### src/rtl/mem_arb_pkg.sv
// mem_arb_pkg: shared types and constants for the three-way RAM arbiter.
//   arb_state_t : arbiter FSM states
//   req_sel_t   : requester selector, value doubles as the ack bit index
//   CNT_W       : starvation counter width for the default STARVE_MAX
package mem_arb_pkg;

    typedef enum logic [1:0] {IDLE, ACCESS, WAIT, DONE} arb_state_t;

    typedef enum logic [1:0] {SEL_LD, SEL_D, SEL_I} req_sel_t;

    localparam int STARVE_MAX_DEF = 4;
    localparam int CNT_W          = $clog2(STARVE_MAX_DEF + 1);

endpackage

### src/rtl/mem_arb_pick.sv
// mem_arb_pick: combinational priority picker (ld > d > i, or ld > i > d when starved).
//   i_ld_req, i_d_req, i_i_req : requests
//   i_starve                   : instruction port has waited STARVE_MAX cycles
//   o_grant                    : one-hot grant, bit index = req_sel_t value
//   o_valid                    : at least one request is active
module mem_arb_pick
    import mem_arb_pkg::*;
(
    input  logic       i_ld_req,
    input  logic       i_d_req,
    input  logic       i_i_req,
    input  logic       i_starve,
    output logic [2:0] o_grant,
    output logic       o_valid
);

    always_comb begin
        o_grant[SEL_LD] = i_ld_req;
        o_grant[SEL_D]  = !i_ld_req && i_d_req && !(i_starve && i_i_req);
        o_grant[SEL_I]  = !i_ld_req && i_i_req && (i_starve || !i_d_req);
        o_valid         = i_ld_req || i_d_req || i_i_req;
    end

endmodule

### src/rtl/mem_arbiter.sv
// mem_arbiter: serialises loader, data and instruction accesses onto one synchronous RAM.
//   clk, rst_n                       : clock, synchronous active-low reset
//   ld_req/ld_we/ld_addr/ld_wdata    : loader request, acked on ld_ack
//   d_req/d_we/d_addr/d_wdata        : data port request, read data on d_rdata, acked on d_ack
//   i_req/i_addr                     : instruction read request, data on i_rdata, acked on i_ack
//   m_en/m_we/m_addr/m_wdata/m_rdata : RAM macro interface (read latency MEM_LAT)
//   busy                             : FSM not in IDLE
module mem_arbiter
    import mem_arb_pkg::*;
#(
    parameter int AW         = 7,
    parameter int DW         = 32,
    parameter int MEM_LAT    = 1,
    parameter int STARVE_MAX = STARVE_MAX_DEF
)(
    input  logic          clk,
    input  logic          rst_n,
    input  logic          ld_req,
    input  logic          ld_we,
    input  logic [AW-1:0] ld_addr,
    input  logic [DW-1:0] ld_wdata,
    output logic          ld_ack,
    input  logic          d_req,
    input  logic          d_we,
    input  logic [AW-1:0] d_addr,
    input  logic [DW-1:0] d_wdata,
    output logic [DW-1:0] d_rdata,
    output logic          d_ack,
    input  logic          i_req,
    input  logic [AW-1:0] i_addr,
    output logic [DW-1:0] i_rdata,
    output logic          i_ack,
    output logic          m_en,
    output logic          m_we,
    output logic [AW-1:0] m_addr,
    output logic [DW-1:0] m_wdata,
    input  logic [DW-1:0] m_rdata,
    output logic          busy
);

    localparam int SW = $clog2(STARVE_MAX + 1);

    arb_state_t    r_state;
    req_sel_t      r_sel;
    logic          r_we;
    logic [1:0]    r_lat;
    logic [SW-1:0] r_starve;
    logic [2:0]    r_ack;
    logic [DW-1:0] r_d_rdata;
    logic [DW-1:0] r_i_rdata;
    logic          r_m_en;
    logic          r_m_we;
    logic [AW-1:0] r_m_addr;
    logic [DW-1:0] r_m_wdata;

    logic [2:0]    w_grant;
    logic          w_valid;
    logic          w_starve;
    logic          w_i_win;
    logic          w_we;
    logic [AW-1:0] w_addr;
    logic [DW-1:0] w_wdata;
    req_sel_t      w_sel;

    assign w_starve = (r_starve == SW'(STARVE_MAX));

    mem_arb_pick u_pick (
        .i_ld_req (ld_req),
        .i_d_req  (d_req),
        .i_i_req  (i_req),
        .i_starve (w_starve),
        .o_grant  (w_grant),
        .o_valid  (w_valid)
    );

    always_comb begin
        w_sel   = w_grant[SEL_LD] ? SEL_LD : w_grant[SEL_D] ? SEL_D : SEL_I;
        w_we    = w_grant[SEL_LD] ? ld_we : w_grant[SEL_D] ? d_we : 1'b0;
        w_addr  = w_grant[SEL_LD] ? ld_addr : w_grant[SEL_D] ? d_addr : i_addr;
        w_wdata = w_grant[SEL_LD] ? ld_wdata : w_grant[SEL_D] ? d_wdata : '0;
        w_i_win = (r_state == IDLE) && w_grant[SEL_I];
    end

    always_ff @(posedge clk) begin
        if (!rst_n) begin
            r_state   <= IDLE;
            r_sel     <= SEL_LD;
            r_we      <= 1'b0;
            r_lat     <= '0;
            r_starve  <= '0;
            r_ack     <= '0;
            r_d_rdata <= '0;
            r_i_rdata <= '0;
            r_m_en    <= 1'b0;
            r_m_we    <= 1'b0;
            r_m_addr  <= '0;
            r_m_wdata <= '0;
        end else begin
            // strobes and acks are single-cycle; address/data hold their last value
            r_ack    <= '0;
            r_m_en   <= 1'b0;
            r_m_we   <= 1'b0;
            r_starve <= (!i_req || w_i_win) ? '0 : w_starve ? r_starve : r_starve + SW'(1);
            case (r_state)
                IDLE: begin
                    if (w_valid) begin
                        r_state   <= ACCESS;
                        r_sel     <= w_sel;
                        r_we      <= w_we;
                        r_m_en    <= 1'b1;
                        r_m_we    <= w_we;
                        r_m_addr  <= w_addr;
                        r_m_wdata <= w_wdata;
                    end
                end
                ACCESS: begin
                    if (r_we || MEM_LAT == 1) begin
                        r_state <= DONE;
                        r_ack   <= 3'b001 << r_sel;
                    end else begin
                        r_state <= WAIT;
                        r_lat   <= '0;
                    end
                end
                WAIT: begin
                    // MEM_LAT-1 cycles spent here: counts 0 .. MEM_LAT-2
                    if (r_lat == 2'(MEM_LAT - 2)) begin
                        r_state <= DONE;
                        r_ack   <= 3'b001 << r_sel;
                    end else begin
                        r_lat <= r_lat + 2'd1;
                    end
                end
                DONE: begin
                    r_state <= IDLE;
                    if (!r_we && r_sel == SEL_D) r_d_rdata <= m_rdata;
                    if (!r_we && r_sel == SEL_I) r_i_rdata <= m_rdata;
                end
                default: r_state <= IDLE;
            endcase
        end
    end

    assign ld_ack  = r_ack[SEL_LD];
    assign d_ack   = r_ack[SEL_D];
    assign i_ack   = r_ack[SEL_I];
    assign d_rdata = r_d_rdata;
    assign i_rdata = r_i_rdata;
    assign m_en    = r_m_en;
    assign m_we    = r_m_we;
    assign m_addr  = r_m_addr;
    assign m_wdata = r_m_wdata;
    assign busy    = (r_state != IDLE);

endmodule

### config.mk
export PLATFORM = sky130hd
export DESIGN_NAME = mem_arbiter
export DESIGN_NICKNAME = d
export VERILOG_FILES = /design/src/rtl/mem_arb_pkg.sv /design/src/rtl/mem_arb_pick.sv /design/src/rtl/mem_arbiter.sv
export SDC_FILE = /design/constraint.sdc
export NUM_CORES = 1
export LEC_CHECK = 0
export CORE_MARGIN = 5
export CORE_UTILIZATION = 40
export CTS_CLUSTER_SIZE = 16
export DETAILED_ROUTE_END_ITERATION = 6
export PLACE_DENSITY = 0.83
export SLEW_MARGIN = 20
export SYNTH_ARGS = -nofsm -noshare
export SYNTH_HDL_FRONTEND = slang
export SYNTH_SLANG_ARGS = --single-unit
export TNS_END_PERCENT = 1
### constraint.sdc
create_clock -name clk -period 2.25 [get_ports clk]
set_clock_uncertainty 0.1 [all_clocks]
set_input_delay 0.3375 -clock clk [delete_from_list [all_inputs] [get_ports clk]]
set_output_delay 0.3375 -clock clk [all_outputs]
set_load 0.01 [all_outputs]
==> flow_summary.yaml, run 1 <==
outcome:
  status: "complete, no violations"
logic_synthesis:
  ys_ff_latch: 118
  yosysTopAreaCell: "dfxtp_1"
  synth_xor_area_share_pct: 0.372
  ys_seq_area_share_pct: 50.2
  synth_compound_area_share_pct: 23.0
  avgSynthCellArea_um2: 8.47
  synthMuxAreaShare_pct: 0.213
  synth_ff_type: "dfxtp_1"
  synth_area_leaders: "dfxtp_1, nand2_1, a21oi_1"
  synth-simple-area-share_pct: 18.5
  yosys.cell_count.top_type: "nand2_1"
  yosys.cell_types.count: 45
  synth-edff-count: 0
  synth_area_um2: 4710
  synth_fa_ha_area_share_pct: 2.13
  synth_nets: 688
  synth_top_cell_area_share_pct: 50.2
  synth_top_cells_by_count: "nand2_1, dfxtp_1, a21oi_1"
  ys_warn_count: 0
  synthCells: 556
  synth_top_family_by_area: "compound AO/OA/AOI/OAI gates"
  async_flop_share_pct: 0
routing:
  dr.pass1.iters: 5
  ant_nets: 0
  post_drt_via_cell_ratio: 5.46
  routedWlPerCell_um: 17.0
  vias: 5060
  drc: 0
  initialDrtViolationCount: 411
  drt_wl_total_um: 15800
grt:
  grt_pass1_wl_um: 25500
  grt_use_total_pct: 21.9
  antenna_found_initial: 0
  grt_overflow: 0
  grt_pass1_vias: 5143
  grt_max_degree: 42
clocking:
  postCtsHoldBufs: 0
  cts_tree: "yes"
  cts.root.buffer_cell: "clkbuf_16"
  cts_made_buffers: 17
  cts_sinks: 118
  cts-htree-levels: 4
  clkLatencyLatePin_ns: 0.40
  cts_buffer_depth: 2
  clk_pin_slew_ns: 0.05
setup_path:
  crit_top_cell: "inv_1"
  critPathKind: "reg -> out"
  setup.worst_path.start: "r_state[1]"
  slowest_stage: "dfxtp_1"
  crit_path_max_fanout: 10
  cp-start-kind: "flip-flop"
  crit_path_end_kind: "primary output"
  arrival_ns: 1.58
  path_cells: "inv_1, ha_2, inv_1, dlygate4sd2_1"
  cpPeakStageDelay_ns: 0.34
  r2r_cells: 5
  worstPathRequired_ns: 1.81
  reg2reg_from: "r_state[1]"
sta:
  fin_crit_sh_pct: 89.7
  setup_viol: 0
  drv_slew: 0
  post-route-min-period_ns: 2.02
  setup_tns_ns: 0
  max_freq_ghz: 0.495
  hold_viol_final: 0
  tightest_slew_ns: 0.681
  maxSlewHeadroom_pct: 54.6
  rsz0062_at_grt: "false"
die:
  core_area_um2: 11500
  dieArea_um2: 14000
  start_util_pct: 41.1
  io_pins: 233
  row_count: 39
  die_y_um: 118
  fp.dieW_um: 118
power:
  switchingPower_mw: 1.59
  p_comb_share_pct: 19.8
  pwr-share-seq_pct: 37.3
  vdd_drop_max_mv: 0.520
  switching_share_pct: 25.1
  p_total_mw: 6.31
  power.density_nw_per_um2: 810
  leakagePower_nw: 2.81
  power.share.clock_pct: 42.9
  p_int_mw: 4.73
cells_and_area:
  drive_gt1_share_pct: 7.15
  nNetsFinal: 904
  area_growth_pct: 65.6
  antenna_cells: 0
placement:
  dpl.hpwl_um: 11500
  io_buffer_count: 232
  gp_congestion: 0.912
worst_hold_path:
  hp-start: "d_rdata[12]"
  hold_depth: 2
  min-delay-path-class: "reg -> reg"
run:
  maxCapViolations: 0
layer usage:
metal  track usage (%)  up-vias  wire length (um)
met1              24.2     2391              6010
met4              9.07        0               411
li1                  -     2386                 -
met2              37.9      249              7910
met5                 0        -                 0
met3              8.12       34              1430
area by class of cell:
| cell class | count | area [um^2] |
|---|---|---|
| Multi-Input combinational cell | 377 | 2100 |
| Tap cell | 143 | 179 |
| Timing Repair Buffer | 249 | 2520 |
| Clock buffer | 21 | 470 |
| Clock inverter | 9 | 126 |
| Sequential cell | 118 | 2360 |
| Fill cell | 874 | 3670 |
| Inverter | 9 | 33.8 |
cells in the final DEF, fill, tap and decap left out, drive strengths merged, types with 2 or more instances in the layout:
master	count
a31oi	6
a32o	9
nand4	6
clkdlybuf4s50	231
and3	2
clkbuf	21
nand3	29
a22oi	24
inv	9
and2	2
nor2	7
o21ai	7
buf	17
nor3	5
ha	8
bufinv	3
nand2	133
a41o	9
o211ai	7
clkinv	5
a21o	2
dfxtp	118
nand4bb	2
a21oi	98
nor3b	2
registers in the layout (all words and copies together) (netlist names):
| register | cells |
|---|---|
| r_lat | 2 |
| r_starve | 3 |
| m_we | 1 |
| d_rdata | 32 |
| r_state | 2 |
| m_en | 1 |
| r_we | 1 |
| i_rdata | 32 |
| m_addr | 7 |
| r_ack | 3 |
| m_wdata | 32 |
| r_sel | 2 |
through the flow:
step	hold WS (ns)	setup WS [ns]	util, %	cells	cell area, um^2
after floorplan	0.368	0.522	-	556	4710
after global placement	0.342	0.185	62.8	896	7200
after detailed placement	0.347	0.0645	62.8	896	7200
after CTS	0.354	0.217	68.0	926	7800
after global routing	0.370	0.121	68.0	926	7800
final	0.353	0.231	68.0	926	7800
critical path, delay by kind of cell, from the launching register on:
family | cells | cell delay, ns
DFF | 1 | 0.34
adders and majority gates | 1 | 0.31
buffers and inverters | 3 | 0.53
final timing paths:
path                       to  slack (ns)
setup / recovery         busy        0.23
hold / removal    d_rdata[12]        0.35
setup reg to reg    m_addr[0]        0.31
hold reg to reg   d_rdata[12]        0.35
timing repair:
item / in CTS / in global routing
resized for setup: 3 / 0
setup endpoints to repair: 1 / 0
endpoints found under the hold margin: 0 / 0
setup buffers: 0 / 0
power by group through the flow:
stage | combinational [mW] | clock, mW | sequential, mW
3_3_place_gp | 1.21 | 0 | 2.38
2_1_floorplan | 0.529 | 0 | 2.43
4_1_cts | 1.25 | 2.75 | 2.35
6_report | 1.25 | 2.71 | 2.35
5_1_grt | 1.35 | 2.87 | 2.37
3_5_place_dp | 1.24 | 0 | 2.39
logic make-up (layout without fill, tap and decap cells):
kind of cell               Yosys count  count (layout)
xor gates and xnor gates             2               2
buffers and inverters               61             288
adders and majority gates            8               8
DFF                                118             118
AOI/OAI and AO/OA                  171             171
muxes                                1               1
and+or+nand+nor                    195             195
(Power assumes the default switching activity.)
==> run 2: changes to the inputs <==
--- a/config.mk
+++ b/config.mk
@@ -5,11 +5,12 @@
 export SDC_FILE = /design/constraint.sdc
 export NUM_CORES = 1
 export LEC_CHECK = 0
+export ABC_AREA = 1
 export CORE_MARGIN = 5
-export CORE_UTILIZATION = 40
+export CORE_UTILIZATION = 41
 export CTS_CLUSTER_SIZE = 16
 export DETAILED_ROUTE_END_ITERATION = 6
-export PLACE_DENSITY = 0.83
+export PLACE_DENSITY = 0.84
 export SLEW_MARGIN = 20
 export SYNTH_ARGS = -nofsm -noshare
 export SYNTH_HDL_FRONTEND = slang
==> run 2 against run 1 <==
  * Design area is essentially flat
  * Combinational power up 20%
  * Sequential power increased by 3%
  * Highest routed layer unchanged
  * Synthesized cell count is 17% higher
  * Clock-buffer cell count fell by 2
  * Critical path type unchanged
  * Critical path depth did not move
  * Maximum frequency rose by 13%
==> flow_summary.yaml, run 2 <==
outcome:
  status: "complete, no violations"
power:
  p_int_mw: 4.72
  vdd_drop_max_mv: 0.475
  power.share.clock_pct: 39.9
  pwr-share-seq_pct: 37.2
  power.density_nw_per_um2: 838
  p_comb_share_pct: 22.9
  p_total_mw: 6.54
  switchingPower_mw: 1.82
  leakagePower_nw: 3.20
  switching_share_pct: 27.9
routing:
  dr.pass1.iters: 4
  post_drt_via_cell_ratio: 4.80
  vias: 5003
  initialDrtViolationCount: 356
  drc: 0
  drt_wl_total_um: 14900
  ant_nets: 0
  routedWlPerCell_um: 14.3
grt:
  met3_usage_pct: 7.26
  antenna_found_initial: 0
  grt_max_degree: 55
  grt_pass1_vias: 4839
  gr-usage-met2_pct: 36.6
  grt_use_total_pct: 20.8
  grtUsageMet1_pct: 23.4
  grt_overflow: 0
  grt.busiest_layer: "met2"
  grt_pass1_wl_um: 23900
clocking:
  clk_pin_slew_ns: 0.06
  cts_tree: "yes"
  post_cts_buffers: 0
  cts-htree-levels: 4
  cts_buffer_depth: 2
  cts_made_buffers: 17
  cts.root.buffer_cell: "clkbuf_16"
  clkLatencyLatePin_ns: 0.39
  cts_sinks: 118
  postCtsHoldBufs: 0
placement:
  gp_congestion: 0.846
  dpl.hpwl_um: 11000
  io_buffer_count: 232
logic_synthesis:
  ys_seq_area_share_pct: 49.6
  ys_ff_latch: 118
  yosys.cell_types.count: 25
  yosysTopAreaCell: "dfxtp_1"
  yosys.cell_count.top_type: "nand2_1"
  synthCells: 651
  synth_top_cell_area_share_pct: 49.6
  synth_top_cells_by_count: "nand2_1, nor2_1, dfxtp_1"
  synth_area_um2: 4760
  async_flop_share_pct: 0
  synth-edff-count: 0
  synth_nets: 783
  synth_ff_type: "dfxtp_1"
  synth_area_leaders: "dfxtp_1, nand2_1, nor2_1"
  avgSynthCellArea_um2: 7.32
  ys_warn_count: 0
setup_path:
  path_cells: "inv_1, ha_2, inv_1, dlymetal6s2s_1"
  crit_path_max_fanout: 6
  r2r_cells: 8
  crit_top_cell: "inv_1"
  crit_path_end_kind: "primary output"
  reg2reg_from: "r_state[1]"
  cpPeakStageDelay_ns: 0.40
  r2r_end: "d_rdata[12]"
  r2r_setup_slack_ns: 0.50
  arrival_ns: 1.35
  critPathKind: "reg -> out"
  slowest_stage: "dfxtp_1"
  cp-start-kind: "flip-flop"
  worstPathRequired_ns: 1.81
cells_and_area:
  drive_gt1_share_pct: 7.34
  seq_area_um2: 2360
  final_cell_mix: "clkdlybuf4s50_1, nand2_1, nor2_1"
  antenna_cells: 0
  fillCellCount: 983
  area_growth_pct: 63.8
  multi_input_area_um2: 2110
  final_common_cell: "clkdlybuf4s50_1"
  nNetsFinal: 1018
die:
  row_count: 39
  core_area_um2: 11400
  fp.dieW_um: 118
  die_y_um: 118
  io_pins: 233
  dieArea_um2: 13900
  start_util_pct: 41.7
worst_hold_path:
  hold_depth: 3
  holdPathEnd: "r_state[0]"
  min-delay-path-class: "in -> reg"
  hp-start: "rst_n"
sta:
  maxSlewHeadroom_pct: 75.6
  fin_crit_sh_pct: 79.3
  max_freq_ghz: 0.560
  setup_tns_ns: 0
  drv_slew: 0
  tightest_slew_ns: 0.366
  post-route-min-period_ns: 1.79
  setup_viol: 0
  rsz0062_at_grt: "false"
  hold_viol_final: 0
run:
  maxCapViolations: 0
[run 2: how the worst max path moves through the flow]
stage                from     endpoint  slack, ns  depth (start not counted)
3_3_place_gp       ld_req   m_wdata[7]       0.24                          8
4_1_cts        r_state[1]         busy       0.06                          4
3_5_place_dp       ld_req  m_wdata[17]       0.19                          8
5_1_grt        r_state[1]  d_rdata[12]       0.34                          8
2_1_floorplan  r_state[0]  d_rdata[10]       0.85                          7
6_report       r_state[1]         busy       0.46                          4
[run 2: critical path, delay by kind of cell (launching register included)]
| kind | cells | cell delay, ns |
|---|---|---|
| fa+ha+maj | 1 | 0.23 |
| buf+inv | 3 | 0.32 |
| flops | 1 | 0.40 |
[run 2: through the flow]
stage | area, um^2 | hold WS, ns | utilization, % | setup WS [ns] | instances
after global routing | 7800 | 0.248 | 68.3 | 0.340 | 1042
after CTS | 7800 | 0.227 | 68.3 | 0.0552 | 1042
after global placement | 7220 | 0.336 | 63.2 | 0.243 | 1010
final | 7800 | 0.234 | 68.3 | 0.465 | 1042
after floorplan | 4760 | 0.325 | - | 0.845 | 651
after detailed placement | 7220 | 0.341 | 63.2 | 0.189 | 1010
[run 2: what timing repair did]
action | 4_1_cts | 5_1_grt
cloned | 0 | 0
gates resized for setup | 2 | 1
setup endpoints to repair | 1 | 1
[run 2: cell type report]
| type | count | area share [%] |
|---|---|---|
| clock inverter | 13 | 1.68 |
| timing repair buffer | 251 | 31.9 |
| multi-input combinational | 476 | 27.0 |
| sequential | 118 | 30.3 |
| clock buffer | 19 | 5.68 |
| inverter | 22 | 1.09 |
| tap | 143 | 2.29 |
[run 2: power groups by stage]
| stage | Sequential [mW] | Clock [mW] | Combinational, mW |
|---|---|---|---|
| after floorplan | 2.54 | 0 | 0.644 |
| after global placement | 2.46 | 0 | 1.48 |
| after detailed placement | 2.47 | 0 | 1.49 |
| after CTS | 2.43 | 2.65 | 1.51 |
| after global routing | 2.46 | 2.76 | 1.66 |
| final | 2.43 | 2.61 | 1.50 |
[run 2: cells by family after synthesis]
group	after synthesis	share of synthesized area (%)
fa+ha+maj	8	2.10
simple gates	384	33.0
compound gates	81	8.57
flops	118	49.6
buf+inv	57	6.15
xor+xnor	3	0.552
[run 2: layer usage]
metal | vias up | wire length [um]
met5 | - | 0
met4 | 0 | 310
met3 | 23 | 1280
met2 | 198 | 7310
met1 | 2230 | 5950
li1 | 2552 | -
